## src/rtl/ps2_pkg.sv

```systemverilog
// Shared PS/2 constants, frame FSM state encoding and parity helper.
package ps2_pkg;

  localparam logic [7:0] PS2_BREAK = 8'hF0;
  localparam logic [7:0] PS2_EXT   = 8'hE0;
  localparam logic [7:0] PS2_SPACE = 8'h29;

  // start + 8 data + parity + stop
  localparam int PS2_FRAME_LEN = 11;
  localparam int PS2_DATA_BITS = PS2_FRAME_LEN - 3;

  typedef enum logic [1:0] {
    IDLE,
    DATA,
    PARITY,
    STOP
  } frame_state_t;

  // PS/2 uses odd parity across the data byte and the parity bit.
  function automatic logic odd_parity_ok(input logic [7:0] data, input logic par);
    return ^{data, par};
  endfunction

endpackage

```

## src/rtl/ps2_line_filter.sv

```systemverilog
// PS/2 line front end: 2-FF synchronisers, clock glitch filter and registered falling-edge pulse.
module ps2_line_filter #(
  parameter int FILTER_LEN = 8
) (
  input  logic clk,
  input  logic reset,
  input  logic ps2_clk,
  input  logic ps2_data,
  output logic fall,
  output logic data_sync
);

  localparam int CW = $clog2(FILTER_LEN + 1);

  logic [1:0]    clk_meta;
  logic [1:0]    data_meta;
  logic [CW-1:0] cnt;
  logic          clk_filt;

  // Lines idle high, so the synchronisers reset to 1 to avoid a spurious edge.
  always_ff @(posedge clk) begin
    if (reset) begin
      clk_meta  <= 2'b11;
      data_meta <= 2'b11;
      cnt       <= '0;
      clk_filt  <= 1'b1;
      fall      <= 1'b0;
    end else begin
      clk_meta  <= {clk_meta[0], ps2_clk};
      data_meta <= {data_meta[0], ps2_data};
      fall      <= 1'b0;
      if (clk_meta[1] == clk_filt) begin
        cnt <= '0;
      end else if (cnt == CW'(FILTER_LEN - 1)) begin
        cnt      <= '0;
        clk_filt <= clk_meta[1];
        fall     <= clk_filt;
      end else begin
        cnt <= cnt + CW'(1);
      end
    end
  end

  assign data_sync = data_meta[1];

endmodule

```

## src/rtl/ps2_jump_receiver.sv

```systemverilog
// PS/2 keyboard receiver: deframes device-to-host frames and turns jump-key makes into pulses.
//
//   state  | meaning
//   IDLE   | waiting for a start bit (data low on a falling edge)
//   DATA   | shifting in 8 data bits, LSB first
//   PARITY | capturing the odd-parity bit
//   STOP   | checking stop bit and parity, reporting the byte
module ps2_jump_receiver
  import ps2_pkg::*;
#(
  parameter int         FILTER_LEN     = 8,
  parameter int         TIMEOUT_CYCLES = 20000,
  parameter logic [7:0] JUMP_SCANCODE  = PS2_SPACE
) (
  input  logic       clk,
  input  logic       reset,
  input  logic       ps2_clk,
  input  logic       ps2_data,
  output logic [7:0] rx_data,
  output logic       rx_valid,
  output logic       parity_err,
  output logic       frame_err,
  output logic       jump,
  output logic       key_held
);

  localparam int WDW = $clog2(TIMEOUT_CYCLES + 1);

  logic fall;
  logic data_s;

  ps2_line_filter #(
    .FILTER_LEN(FILTER_LEN)
  ) u_line_filter (
    .clk      (clk),
    .reset    (reset),
    .ps2_clk  (ps2_clk),
    .ps2_data (ps2_data),
    .fall     (fall),
    .data_sync(data_s)
  );

  frame_state_t   state_q, state_d;
  logic [2:0]     bit_cnt_q, bit_cnt_d;
  logic [7:0]     shift_q, shift_d;
  logic           par_q, par_d;
  logic [WDW-1:0] wd_q, wd_d;
  logic [7:0]     rx_data_d;
  logic           rx_valid_d;
  logic           parity_err_d;
  logic           frame_err_d;
  logic           timeout;

  // A falling edge always wins over an expiring watchdog in the same cycle.
  assign timeout = (state_q != IDLE) && !fall && (wd_q == WDW'(TIMEOUT_CYCLES - 1));

  always_ff @(posedge clk) begin
    if (reset) begin
      state_q    <= IDLE;
      bit_cnt_q  <= '0;
      shift_q    <= '0;
      par_q      <= 1'b0;
      wd_q       <= '0;
      rx_data    <= '0;
      rx_valid   <= 1'b0;
      parity_err <= 1'b0;
      frame_err  <= 1'b0;
    end else begin
      state_q    <= state_d;
      bit_cnt_q  <= bit_cnt_d;
      shift_q    <= shift_d;
      par_q      <= par_d;
      wd_q       <= wd_d;
      rx_data    <= rx_data_d;
      rx_valid   <= rx_valid_d;
      parity_err <= parity_err_d;
      frame_err  <= frame_err_d;
    end
  end

  always_comb begin
    state_d      = state_q;
    bit_cnt_d    = bit_cnt_q;
    shift_d      = shift_q;
    par_d        = par_q;
    wd_d         = '0;
    rx_data_d    = rx_data;
    rx_valid_d   = 1'b0;
    parity_err_d = 1'b0;
    frame_err_d  = 1'b0;

    if (state_q != IDLE && !fall) begin
      wd_d = wd_q + WDW'(1);
    end

    case (state_q)
      IDLE: begin
        if (fall && !data_s) begin
          state_d   = DATA;
          bit_cnt_d = '0;
        end
      end
      DATA: begin
        if (fall) begin
          shift_d   = {data_s, shift_q[7:1]};
          bit_cnt_d = bit_cnt_q + 3'd1;
          if (bit_cnt_q == 3'(PS2_DATA_BITS - 1)) begin
            state_d = PARITY;
          end
        end
      end
      PARITY: begin
        if (fall) begin
          par_d   = data_s;
          state_d = STOP;
        end
      end
      STOP: begin
        if (fall) begin
          state_d = IDLE;
          if (!data_s) begin
            frame_err_d = 1'b1;
          end else if (!odd_parity_ok(shift_q, par_q)) begin
            parity_err_d = 1'b1;
          end else begin
            rx_data_d  = shift_q;
            rx_valid_d = 1'b1;
          end
        end
      end
      default: state_d = IDLE;
    endcase

    if (timeout) begin
      state_d     = IDLE;
      wd_d        = '0;
      bit_cnt_d   = '0;
      shift_d     = '0;
      frame_err_d = 1'b1;
    end
  end

  logic brk_q;
  logic ext_q;

  // Prefix flags persist across errored frames; the next good byte resolves them.
  always_ff @(posedge clk) begin
    if (reset) begin
      brk_q    <= 1'b0;
      ext_q    <= 1'b0;
      key_held <= 1'b0;
      jump     <= 1'b0;
    end else begin
      jump <= 1'b0;
      if (rx_valid) begin
        if (rx_data == PS2_BREAK) begin
          brk_q <= 1'b1;
        end else if (rx_data == PS2_EXT) begin
          ext_q <= 1'b1;
        end else begin
          brk_q <= 1'b0;
          ext_q <= 1'b0;
          if (!ext_q && rx_data == JUMP_SCANCODE) begin
            if (brk_q) begin
              key_held <= 1'b0;
            end else if (!key_held) begin
              jump     <= 1'b1;
              key_held <= 1'b1;
            end
          end
        end
      end
    end
  end

endmodule

```

## config.mk

```make
export PLATFORM = sky130hd
export DESIGN_NAME = ps2_jump_receiver
export DESIGN_NICKNAME = d
export VERILOG_FILES = /design/src/rtl/ps2_pkg.sv /design/src/rtl/ps2_line_filter.sv /design/src/rtl/ps2_jump_receiver.sv
export SDC_FILE = /design/constraint.sdc
export NUM_CORES = 1
export LEC_CHECK = 0
export BUFFER_PORTS_ARGS = -buffer_cell sky130_fd_sc_hd__buf_2
export CAP_MARGIN = 20
export CORE_MARGIN = 2
export CORE_UTILIZATION = 45
export CTS_CLUSTER_DIAMETER = 150
export DETAILED_ROUTE_END_ITERATION = 10
export GPL_TIMING_DRIVEN = 0
export PLACE_DENSITY_LB_ADDON = 0.1
export SETUP_SLACK_MARGIN = 0.5
export SYNTH_ARGS = -nofsm -noshare
export SYNTH_HDL_FRONTEND = slang
export SYNTH_SLANG_ARGS = --single-unit
```

## constraint.sdc

```tcl
create_clock -name clk -period 2.2 [get_ports clk]
set_input_delay 0.22 -clock clk [delete_from_list [all_inputs] [get_ports clk]]
set_output_delay 0.22 -clock clk [all_outputs]
set_load 0.1 [all_outputs]
```

==> flow_summary.yaml <==
detailed_routing:
  routed_wirelength_um: 4310
  wl_per_cell_um: 12.0
  first_pass_iters: 4
  drtIter0Drc: 40
  vias: 1754
  ant_nets: 0
  post-route-drc-count: 0
  vias_per_cell: 4.87
critical_path:
  slowest_stage: "or4b_4"
  cp_data_required_time_ns: 2.41
  cp_cell_sequence: "inv_2, ha_4, or4b_4, nor4_2, and3_1, or4_4, buf_6, buf_12, buf_8, nor2_1"
  startpoint_type: "flop"
  cp_max_fo: 6
  critPathBufInv: 4
  max_stage_delay_ns: 0.47
  critPathArrivalTime_ns: 2.17
  end_kind: "flop"
  critical_path_class: "reg -> reg"
  path_delay_family: "simple AND/OR/NAND/NOR gates"
timing:
  worstMarginPinSlew_ns: 0.472
  skew_ns: 0.00596
  hold_viol: 0
  max_slew_margin_pct: 68.3
  min_period_over_period_pct: 89.2
  fin_crit_ns: 1.96
  rsz0062_at_grt: "yes"
  max_freq_mhz: 509
  fin_setup_tns_ns: 0
  setup_viol_count_final: 0
  drv_slew: 0
clock_network:
  clock_path_buffers: 2
  htree_num_levels: 2
  cts_tree: "yes"
  hold_buffers: 0
  cts_buffers: 5
  cts.clk_slew.worst_paths_ns: 0.10
  clk_latency_ns: 0.31
  clock-sinks: 54
  clock-root-buffer: "clkbuf_8"
place:
  numPortBuffers: 16
  place_congestion: 0.706
  dp_cells: 335
  place_hpwl_um: 2890
synthesis:
  synth_edf_count: 0
  syn_inst: 249
  postSynthNetCount: 262
  synth_warnings: 0
  seq_area_frac_synth_pct: 46.8
  synth_top_area_share_pct: 46.8
  synthArstFlopShare_pct: 0
  synth.distinct_cells: 35
  synth_area_um2: 2310
  synth_seq_cells: 54
  synth_common_cells: "54 x dfxtp_1, 29 x nor2_1, 21 x nand2_1"
  synth_area_leaders: "dfxtp_1 47%, xnor2_1 5.3%, ha_1 4.9%"
  postSynthAreaPerCell_um2: 9.28
  synth_flop_cell: "dfxtp_1"
  synth.most_common_cell: "dfxtp_1"
  synth_top_cell_by_area: "dfxtp_1"
floorplan:
  die-area_um2: 5720
  num_io_pins: 17
  fp.dieW_um: 75.7
  die_h_um: 75.7
  core_area_um2: 5040
  num_rows: 26
  start_util_pct: 45.8
layout:
  stdcell_count: 360
  final_nets: 302
  diodes: 0
  drive_gt1_share_pct: 30.7
  fill_cells: 459
  area.growth.synth_to_final_pct: 25.2
global_routing:
  overflow: 0
  grt_max_degree: 19
  grt_pass1_vias: 1611
  grt_pass1_wl_um: 7200
  track_usage_pct: 16.5
  antenna_found_initial: 0
pwr:
  vdd_ir_drop_max_v: 0.000280
  p_per_area_nw_per_um2: 558
  p_leak_nw: 1.05
min_path:
  hp-class: "in -> reg"
outcome:
  outcome: "finished, final reports clean"
job:
  maxCapViolCount: 0
[layout make-up]
type / count / area, µm² / share of cell area [%]
clock buffers: 5 / 68.8 / 2.38
flip-flops and latches: 54 / 1100 / 37.9
multi-input cells: 179 / 1260 / 43.4
well taps: 70 / 87.6 / 3.03
plain buffers: 10 / 72.6 / 2.51
repair buffers: 33 / 264 / 9.12
inverters: 6 / 22.5 / 0.778
clock inverters: 3 / 25.0 / 0.865
[what timing repair did]
action,4_1_cts,5_1_grt
pin swaps,11,7
setup endpoints to repair,31,37
setup buffers,11,4
gates cloned,2,0
gates resized for setup,18,17
[where the power goes]
| part | total, mW | internal [mW] | switching [mW] |
|---|---|---|---|
| registers | 0.987 | 0.982 | 0.00512 |
| logic | 0.0562 | 0.0211 | 0.0351 |
| clock network | 0.573 | 0.230 | 0.342 |
| total | 1.62 | 1.23 | 0.383 |
[state kept, by name (all words and copies together) (netlist names), 2 cells and up]
name,cells
bit_cnt_q,3
rx_data,8
shift_q,8
state_q,2
u_line_filter.clk_meta,2
u_line_filter.cnt,4
u_line_filter.data_meta,2
wd_q,15
[cell usage in the layout, fill, tap and decap left out, types with 4 or more instances in the layout]
cell type | netlist | routed
ha_1 | 9 | 7
a21oi_2 | 0 | 8
a21oi_1 | 13 | 5
nand3_1 | 16 | 16
buf_2 | 2 | 17
xor2_1 | 9 | 9
inv_1 | 6 | 4
and3_1 | 4 | 4
clkbuf_1 | 5 | 5
xnor2_1 | 14 | 12
nand2b_1 | 13 | 13
dfxtp_1 | 54 | 43
nand4_1 | 5 | 5
clkbuf_8 | 0 | 5
nor2_2 | 0 | 6
nor3_1 | 5 | 5
buf_6 | 1 | 6
or2_2 | 6 | 5
mux2i_1 | 10 | 10
dfxtp_2 | 0 | 10
buf_4 | 2 | 11
nor2_1 | 29 | 22
nand2_1 | 21 | 21
[worst paths after layout]
path | startpoint | end | slack (ns) | cells after the start
setup / recovery | state_q[1] | wd_q[8] | 0.24 | 10
hold / removal | ps2_clk | u_line_filter.clk_meta[0] | 0.08 | 2
setup reg to reg | state_q[1] | wd_q[8] | 0.24 | 10
hold reg to reg | u_line_filter.clk_meta[0] | u_line_filter.clk_meta[1] | 0.43 | 1
[metal layers]
| metal | part of all wire, % | up-vias | routed length (µm) | GRT usage (%) |
|---|---|---|---|---|
| li1 | - | 917 | - | - |
| met1 | 50 | 814 | 2140 | 22.0 |
| met2 | 46 | 18 | 2000 | 26.6 |
| met3 | 2.3 | 5 | 99 | 3.17 |
| met4 | 1.4 | 0 | 62 | 5.85 |
| met5 | 0 | - | 0 | 0 |
[stage by stage]
| stage | worst slack (ns) | util, % | instance area, µm² | total power, mW | hold WS (ns) |
|---|---|---|---|---|---|
| 2_1_floorplan | 0.381 | - | 2350 | 1.05 | 0.324 |
| 3_3_place_gp | 0.238 | 49.9 | 2510 | 1.06 | 0.402 |
| 3_5_place_dp | 0.237 | 49.9 | 2510 | 1.06 | 0.399 |
| 4_1_cts | 0.283 | 55.7 | 2810 | 1.64 | 0.0771 |
| 5_1_grt | 0.124 | 57.4 | 2890 | 1.69 | 0.0769 |
| 6_report | 0.237 | 57.4 | 2890 | 1.62 | 0.0823 |
[cell families (layout without fill, tap and decap cells)]
logic type      count (synthesis)  after routing  share of synthesized area [%]
flops                          54             54                           46.8
mux                            10             10                           4.33
buf+inv                        16             57                           3.36
xor+xnor                       24             24                           9.69
compound gates                 23             23                           5.79
simple gates                  113            113                           25.2
fa+ha+maj                       9              9                           4.87
No activity file was read; power rests on OpenSTA's default activity.
